File: src/rtl/lpc_io_slave.sv
// LPC I/O-cycle target: decodes I/O read/write frames that fall in a 32-byte window
// and bridges them to a simple register file with one-cycle Rd/Wr strobes.
module lpc_io_slave #(
    parameter logic [15:0] BASE_ADDR = 16'h0A00
) (
    input  logic       LpcClock,
    input  logic       rst,
    input  logic       LFRAME_n,
    input  logic [3:0] LAD_in,
    output logic [3:0] LAD_out,
    output logic       LAD_oe,
    output logic [7:0] Addr,
    output logic       Rd,
    output logic       Wr,
    output logic [7:0] DataWr,
    input  logic [7:0] DataRd
);

    typedef enum logic [3:0] {
        IDLE, CYC, ADR3, ADR2, ADR1, ADR0, WDL, WDH,
        HTAR1, HTAR2, SYNC, RDL, RDH, PTAR1, PTAR2
    } state_t;

    state_t      state, state_nxt;
    logic        is_write;
    logic [11:0] addr_hi;   // A[15:4], collected during ADR3..ADR1
    logic [3:0]  wd_lo;
    logic [7:0]  rd_data;
    logic        addr_match;

    assign addr_match = (addr_hi[11:1] == BASE_ADDR[15:5]);

    always_ff @(posedge LpcClock or posedge rst) begin
        if (rst) begin
            state <= IDLE;
        end else begin
            // NOTE: sequential state uses non-blocking assignments so every register
            // samples pre-edge values regardless of statement order.
            state <= state_nxt;
        end
    end

    always_comb begin
        // NOTE: every output of this block gets a default first so no path can infer a latch.
        state_nxt = state;
        Rd        = 1'b0;
        Wr        = 1'b0;
        LAD_oe    = 1'b0;
        LAD_out   = 4'hF;

        if (!LFRAME_n) begin
            state_nxt = (LAD_in == 4'h0) ? CYC : IDLE;
        end else begin
            case (state)
                IDLE:    state_nxt = IDLE;
                CYC:     state_nxt = (LAD_in == 4'h0 || LAD_in == 4'h2) ? ADR3 : IDLE;
                ADR3:    state_nxt = ADR2;
                ADR2:    state_nxt = ADR1;
                ADR1:    state_nxt = ADR0;
                ADR0:    state_nxt = !addr_match ? IDLE : (is_write ? WDL : HTAR1);
                WDL:     state_nxt = WDH;
                WDH:     state_nxt = HTAR1;
                HTAR1:   state_nxt = HTAR2;
                HTAR2:   state_nxt = SYNC;
                SYNC:    state_nxt = is_write ? PTAR1 : RDL;
                RDL:     state_nxt = RDH;
                RDH:     state_nxt = PTAR1;
                PTAR1:   state_nxt = PTAR2;
                PTAR2:   state_nxt = IDLE;
                default: state_nxt = IDLE;
            endcase
        end

        // Drive side depends on registered state and data only.
        case (state)
            HTAR1: begin
                Rd = !is_write;
                Wr = is_write;
            end
            SYNC: begin
                LAD_oe  = 1'b1;
                LAD_out = 4'h0;
            end
            RDL: begin
                LAD_oe  = 1'b1;
                LAD_out = rd_data[3:0];
            end
            RDH: begin
                LAD_oe  = 1'b1;
                LAD_out = rd_data[7:4];
            end
            PTAR1: begin
                LAD_oe  = 1'b1;
                LAD_out = 4'hF;
            end
            default: ;
        endcase
    end

    always_ff @(posedge LpcClock or posedge rst) begin
        if (rst) begin
            is_write <= 1'b0;
            addr_hi  <= '0;
            wd_lo    <= '0;
            rd_data  <= '0;
            Addr     <= '0;
            DataWr   <= '0;
        end else if (LFRAME_n) begin
            case (state)
                CYC:   is_write      <= (LAD_in == 4'h2);
                ADR3:  addr_hi[11:8] <= LAD_in;
                ADR2:  addr_hi[7:4]  <= LAD_in;
                ADR1:  addr_hi[3:0]  <= LAD_in;
                ADR0:  if (addr_match) Addr <= {3'b000, addr_hi[0], LAD_in};
                WDL:   wd_lo         <= LAD_in;
                WDH:   DataWr        <= {LAD_in, wd_lo};
                // Register file answers one cycle after Rd, i.e. during HTAR2.
                HTAR2: rd_data       <= DataRd;
                default: ;
            endcase
        end
    end

endmodule

File: config.mk
export PLATFORM = sky130hd
export DESIGN_NAME = lpc_io_slave
export DESIGN_NICKNAME = d
export VERILOG_FILES = /design/src/rtl/lpc_io_slave.sv
export SDC_FILE = /design/constraint.sdc
export NUM_CORES = 1
export LEC_CHECK = 0
export BUFFER_PORTS_ARGS = -buffer_cell sky130_fd_sc_hd__buf_2
export CAP_MARGIN = 20
export CORE_MARGIN = 4
export CORE_UTILIZATION = 49
export DETAILED_ROUTE_END_ITERATION = 6
export PLACE_DENSITY = 0.81
export SETUP_SLACK_MARGIN = 0.4
export SLEW_MARGIN = 20
export SYNTH_ARGS = -nofsm -noshare
export SYNTH_HDL_FRONTEND = slang
export SYNTH_SLANG_ARGS = --single-unit
File: constraint.sdc
create_clock -name LpcClock -period 1.65 [get_ports LpcClock]
set_input_delay 0.2475 -clock LpcClock [delete_from_list [all_inputs] [get_ports LpcClock]]
set_output_delay 0.2475 -clock LpcClock [all_outputs]
set_load 0.05 [all_outputs]
==> metrics <==
Final Max Slew Viols=0; maximum VDD drop=0.5584 mV; core region area=0.003716 sq mm; count of clock tree sinks=42; via density per instance=5.577; Worst R2R Path Depth=4; Min Clock Period, post-route=1.839 ns; Hold Vio Cnt, Final=0; min setup slack post-route=-0.1895 ns; total of endpoints with negative setup slack in the final report=15; clock insertion delay at the later pin of the skew report=0.29 ns; worst max-slew margin expressed relative to the limit=65.47%; synthesized netlist cell count=157; critical path endpoint category=register; worst reg2reg path startpoint=addr_hi[1]$_DFFE_PP0P_; clock input transition at the sequential cells of the worst setup and hold paths=0.08 ns; WL/cell=17.72 microns; source of the critical timing path=addr_hi[1]$_DFFE_PP0P_; Reg-to-Reg End=Addr[3]$_DFFE_PP0P_; area of the die=0.004971 sq mm; number of maximum-capacitance constraint violations=0; Diodes inserted=0; DR iter-0 viols=94; Detailed Routing Iterations Pass 1=4; hold buffers post-CTS=0; Final #Nets=226; GRT Util Overall=19.45%; GRT overflow=0; Seq cells post-synth=42; Std-Cell Rows=22; x dimension of the die=70.51 microns; IO buf count=34; TritonCTS clock tree=done; static leakage power=1.342 nW; Critical Path RT=1.83 ns; Worst Skew=0.004264 ns; count of pins on the block boundary=38; Max Clock Freq=0.5436 GHz; final weighted congestion in routability-driven placement=0.9347; final-layout setup total negative slack=-1.698 ns; pin count of the biggest net entering global routing=43; Max FO, Critical Path=5; ratio of cells with drive above 1 in the final layout=64.62%; worst-case register-to-register setup slack=-0.19 ns; via total after detailed routing=1450; Post-Synthesis Cell Area=0.001914 sq mm; starting utilization of the core area=51.52%; number of warning messages in the yosys log=0; post-route ant nets=0; synthesized area divided by synthesized cell count=12.19 sq um; depth of the CTS H-tree=2; CTS root buffer=sky130_fd_sc_hd__clkbuf_8; class of the worst hold path=input port to async pin; portion of the clock cycle consumed by the worst path in the final layout=111.5%; number of different library cells in the post-synthesis netlist=28; Num CTS Buffers=5; global-route wire length before repair=7.534 mm; final routed DRC violation total=0; violations in the final reports=negative setup slack; type of element launching the critical path=register; Routed WL=4.608 mm; type of the setup path with the least slack=register to register; hpwl dp=2.945 mm; power density over cell area=775.5 mW/mm^2; Die Ht=70.51 microns; Post-Place Setup Slack=-0.1847 ns; Layout area overhead=43.33%; antenna violations before repair=0; buffer levels on the longest clock path=2; number of global-route vias before repair=1535; arrival time of the worst setup path=2.02 ns; transition at the pin with the smallest max-transition slack=0.5180 ns; RSZ-0062 raised after global routing=true; outcome=finished with violations; share of the yosys chip area belonging to registers=54.90%
## report_power, final
group / internal (mW) / switching [mW]
clock: 0.645 / 0.341
combinational: 0.0227 / 0.0709
sequential: 1.03 / 0.0142
## layout make-up
class                   count  area, sq um
flip-flops and latches     42         1052
multi-input cells         103         1039
fillers                   232        972.2
repair buffers             55        432.9
clock buffers               6        82.58
clock inverters             2        60.06
well taps                  48        60.06
inverters                   4        17.52
## stage by stage
step	area, sq um	instances	power [mW]	hold WS (ns)	util (%)
2_1_floorplan	2102	159	1.123	0.3851	-
3_3_place_gp	2291	240	1.153	0.3850	61.65
3_5_place_dp	2291	240	1.157	0.4052	61.65
4_1_cts	2669	254	2.153	0.07871	71.82
5_1_grt	2744	260	2.198	0.1171	73.84
6_report	2744	260	2.128	0.07263	73.84
## worst max-delay path, stage by stage (launching register included)
cell and delay, ns:
sky130_fd_sc_hd__dfrtp_1 0.38, sky130_fd_sc_hd__or4b_4 0.55, sky130_fd_sc_hd__nor4_4 0.29, sky130_fd_sc_hd__nand3_2 0.19, sky130_fd_sc_hd__mux2_2 0.32
## cells in the final DEF, fill, tap and decap left out, types with 3 or more instances in the layout
cell type	netlist	routed
sky130_fd_sc_hd__dfrtp_1	42	41
sky130_fd_sc_hd__buf_2	0	27
sky130_fd_sc_hd__mux2_2	37	26
sky130_fd_sc_hd__buf_6	0	12
sky130_fd_sc_hd__mux2_4	0	11
sky130_fd_sc_hd__buf_4	3	11
sky130_fd_sc_hd__clkbuf_8	0	6
sky130_fd_sc_hd__nand2_1	11	5
sky130_fd_sc_hd__nand2_2	0	5
sky130_fd_sc_hd__nor2_4	0	4
sky130_fd_sc_hd__nor2_1	8	4
sky130_fd_sc_hd__nand3_1	5	4
sky130_fd_sc_hd__o21ai_2	0	4
sky130_fd_sc_hd__o2bb2ai_2	0	4
sky130_fd_sc_hd__buf_8	0	4
sky130_fd_sc_hd__inv_1	4	3
sky130_fd_sc_hd__a21oi_1	5	3
sky130_fd_sc_hd__a31oi_1	3	3
sky130_fd_sc_hd__conb_1	1	3
## flip-flops by register name, indices dropped and copies added (netlist names)
| signal | cells |
|---|---|
| Addr | 5 |
| DataWr | 8 |
| addr_hi | 12 |
| is_write | 1 |
| rd_data | 8 |
| state | 4 |
| wd_lo | 4 |
## synthesized netlist by cell type
| cell | instances | area [sq um] |
|---|---|---|
| sky130_fd_sc_hd__a31oi_1 | 3 | 18.77 |
| sky130_fd_sc_hd__or4b_4 | 1 | 13.76 |
| sky130_fd_sc_hd__o21ai_0 | 5 | 25.02 |
| sky130_fd_sc_hd__inv_1 | 4 | 15.01 |
| sky130_fd_sc_hd__nand4_1 | 2 | 12.51 |
| sky130_fd_sc_hd__a21boi_0 | 1 | 7.510 |
| sky130_fd_sc_hd__mux2i_1 | 1 | 10.01 |
| sky130_fd_sc_hd__nor3b_1 | 1 | 7.510 |
| sky130_fd_sc_hd__dfrtp_1 | 42 | 1051 |
| sky130_fd_sc_hd__buf_4 | 3 | 22.52 |
| sky130_fd_sc_hd__clkbuf_1 | 7 | 26.28 |
| sky130_fd_sc_hd__o31a_1 | 1 | 8.760 |
| sky130_fd_sc_hd__a21o_1 | 1 | 7.510 |
| sky130_fd_sc_hd__conb_1 | 1 | 3.750 |
| sky130_fd_sc_hd__nor3_1 | 5 | 25.02 |
| sky130_fd_sc_hd__or4b_2 | 1 | 10.01 |
| sky130_fd_sc_hd__a21oi_1 | 5 | 25.02 |
| sky130_fd_sc_hd__or4b_1 | 1 | 10.01 |
| sky130_fd_sc_hd__nand2_1 | 11 | 41.29 |
| sky130_fd_sc_hd__mux2_2 | 37 | 416.7 |
| sky130_fd_sc_hd__nand3_1 | 5 | 25.02 |
| sky130_fd_sc_hd__o2bb2ai_1 | 4 | 35.03 |
| sky130_fd_sc_hd__nor4_4 | 1 | 21.27 |
| sky130_fd_sc_hd__nand2b_1 | 3 | 18.77 |
| sky130_fd_sc_hd__nor2b_1 | 1 | 6.260 |
| sky130_fd_sc_hd__nor4bb_1 | 1 | 10.01 |
| sky130_fd_sc_hd__nand3_2 | 1 | 10.01 |
| sky130_fd_sc_hd__nor2_1 | 8 | 30.03 |
## worst max-delay path by stage
stage                                to  slack [ns]  cells past startpoint
finish              Addr[3]$_DFFE_PP0P_       -0.19                      4
CTS                 Addr[3]$_DFFE_PP0P_       -0.19                      4
global placement    Addr[2]$_DFFE_PP0P_       -0.12                      4
detailed placement  Addr[3]$_DFFE_PP0P_       -0.18                      4
global route        Addr[0]$_DFFE_PP0P_       -0.27                      4
floorplan           Addr[0]$_DFFE_PP0P_       -0.12                      4
## what timing repair did
item | CTS | global route
pin swaps | 5 | 3
endpoints found under the setup margin | 48 | 49
setup buffers | 6 | 6
resized for setup | 49 | 7
## routing by layer
layer  share of wire [%]  global-route usage, %  vias up
li1                    -                      -      668
met1                  40                  23.52      727
met2                  53                  32.74       45
met3                 5.2                  5.468       10
met4                 1.8                  7.660        0
met5                   0                      0        -
## cell families (layout without fill, tap and decap cells)
logic type	count (synthesis)	after routing	share of synthesized area [%]
flip-flops	42	42	54.90
AND/OR/NAND/NOR	42	42	12.61
multiplexers	38	38	22.29
AO/OA/AOI/OAI	20	20	6.667
buffers and inverters	14	67	3.333
other	1	3	0.1959
No activity file was read; power rests on OpenSTA's default activity.
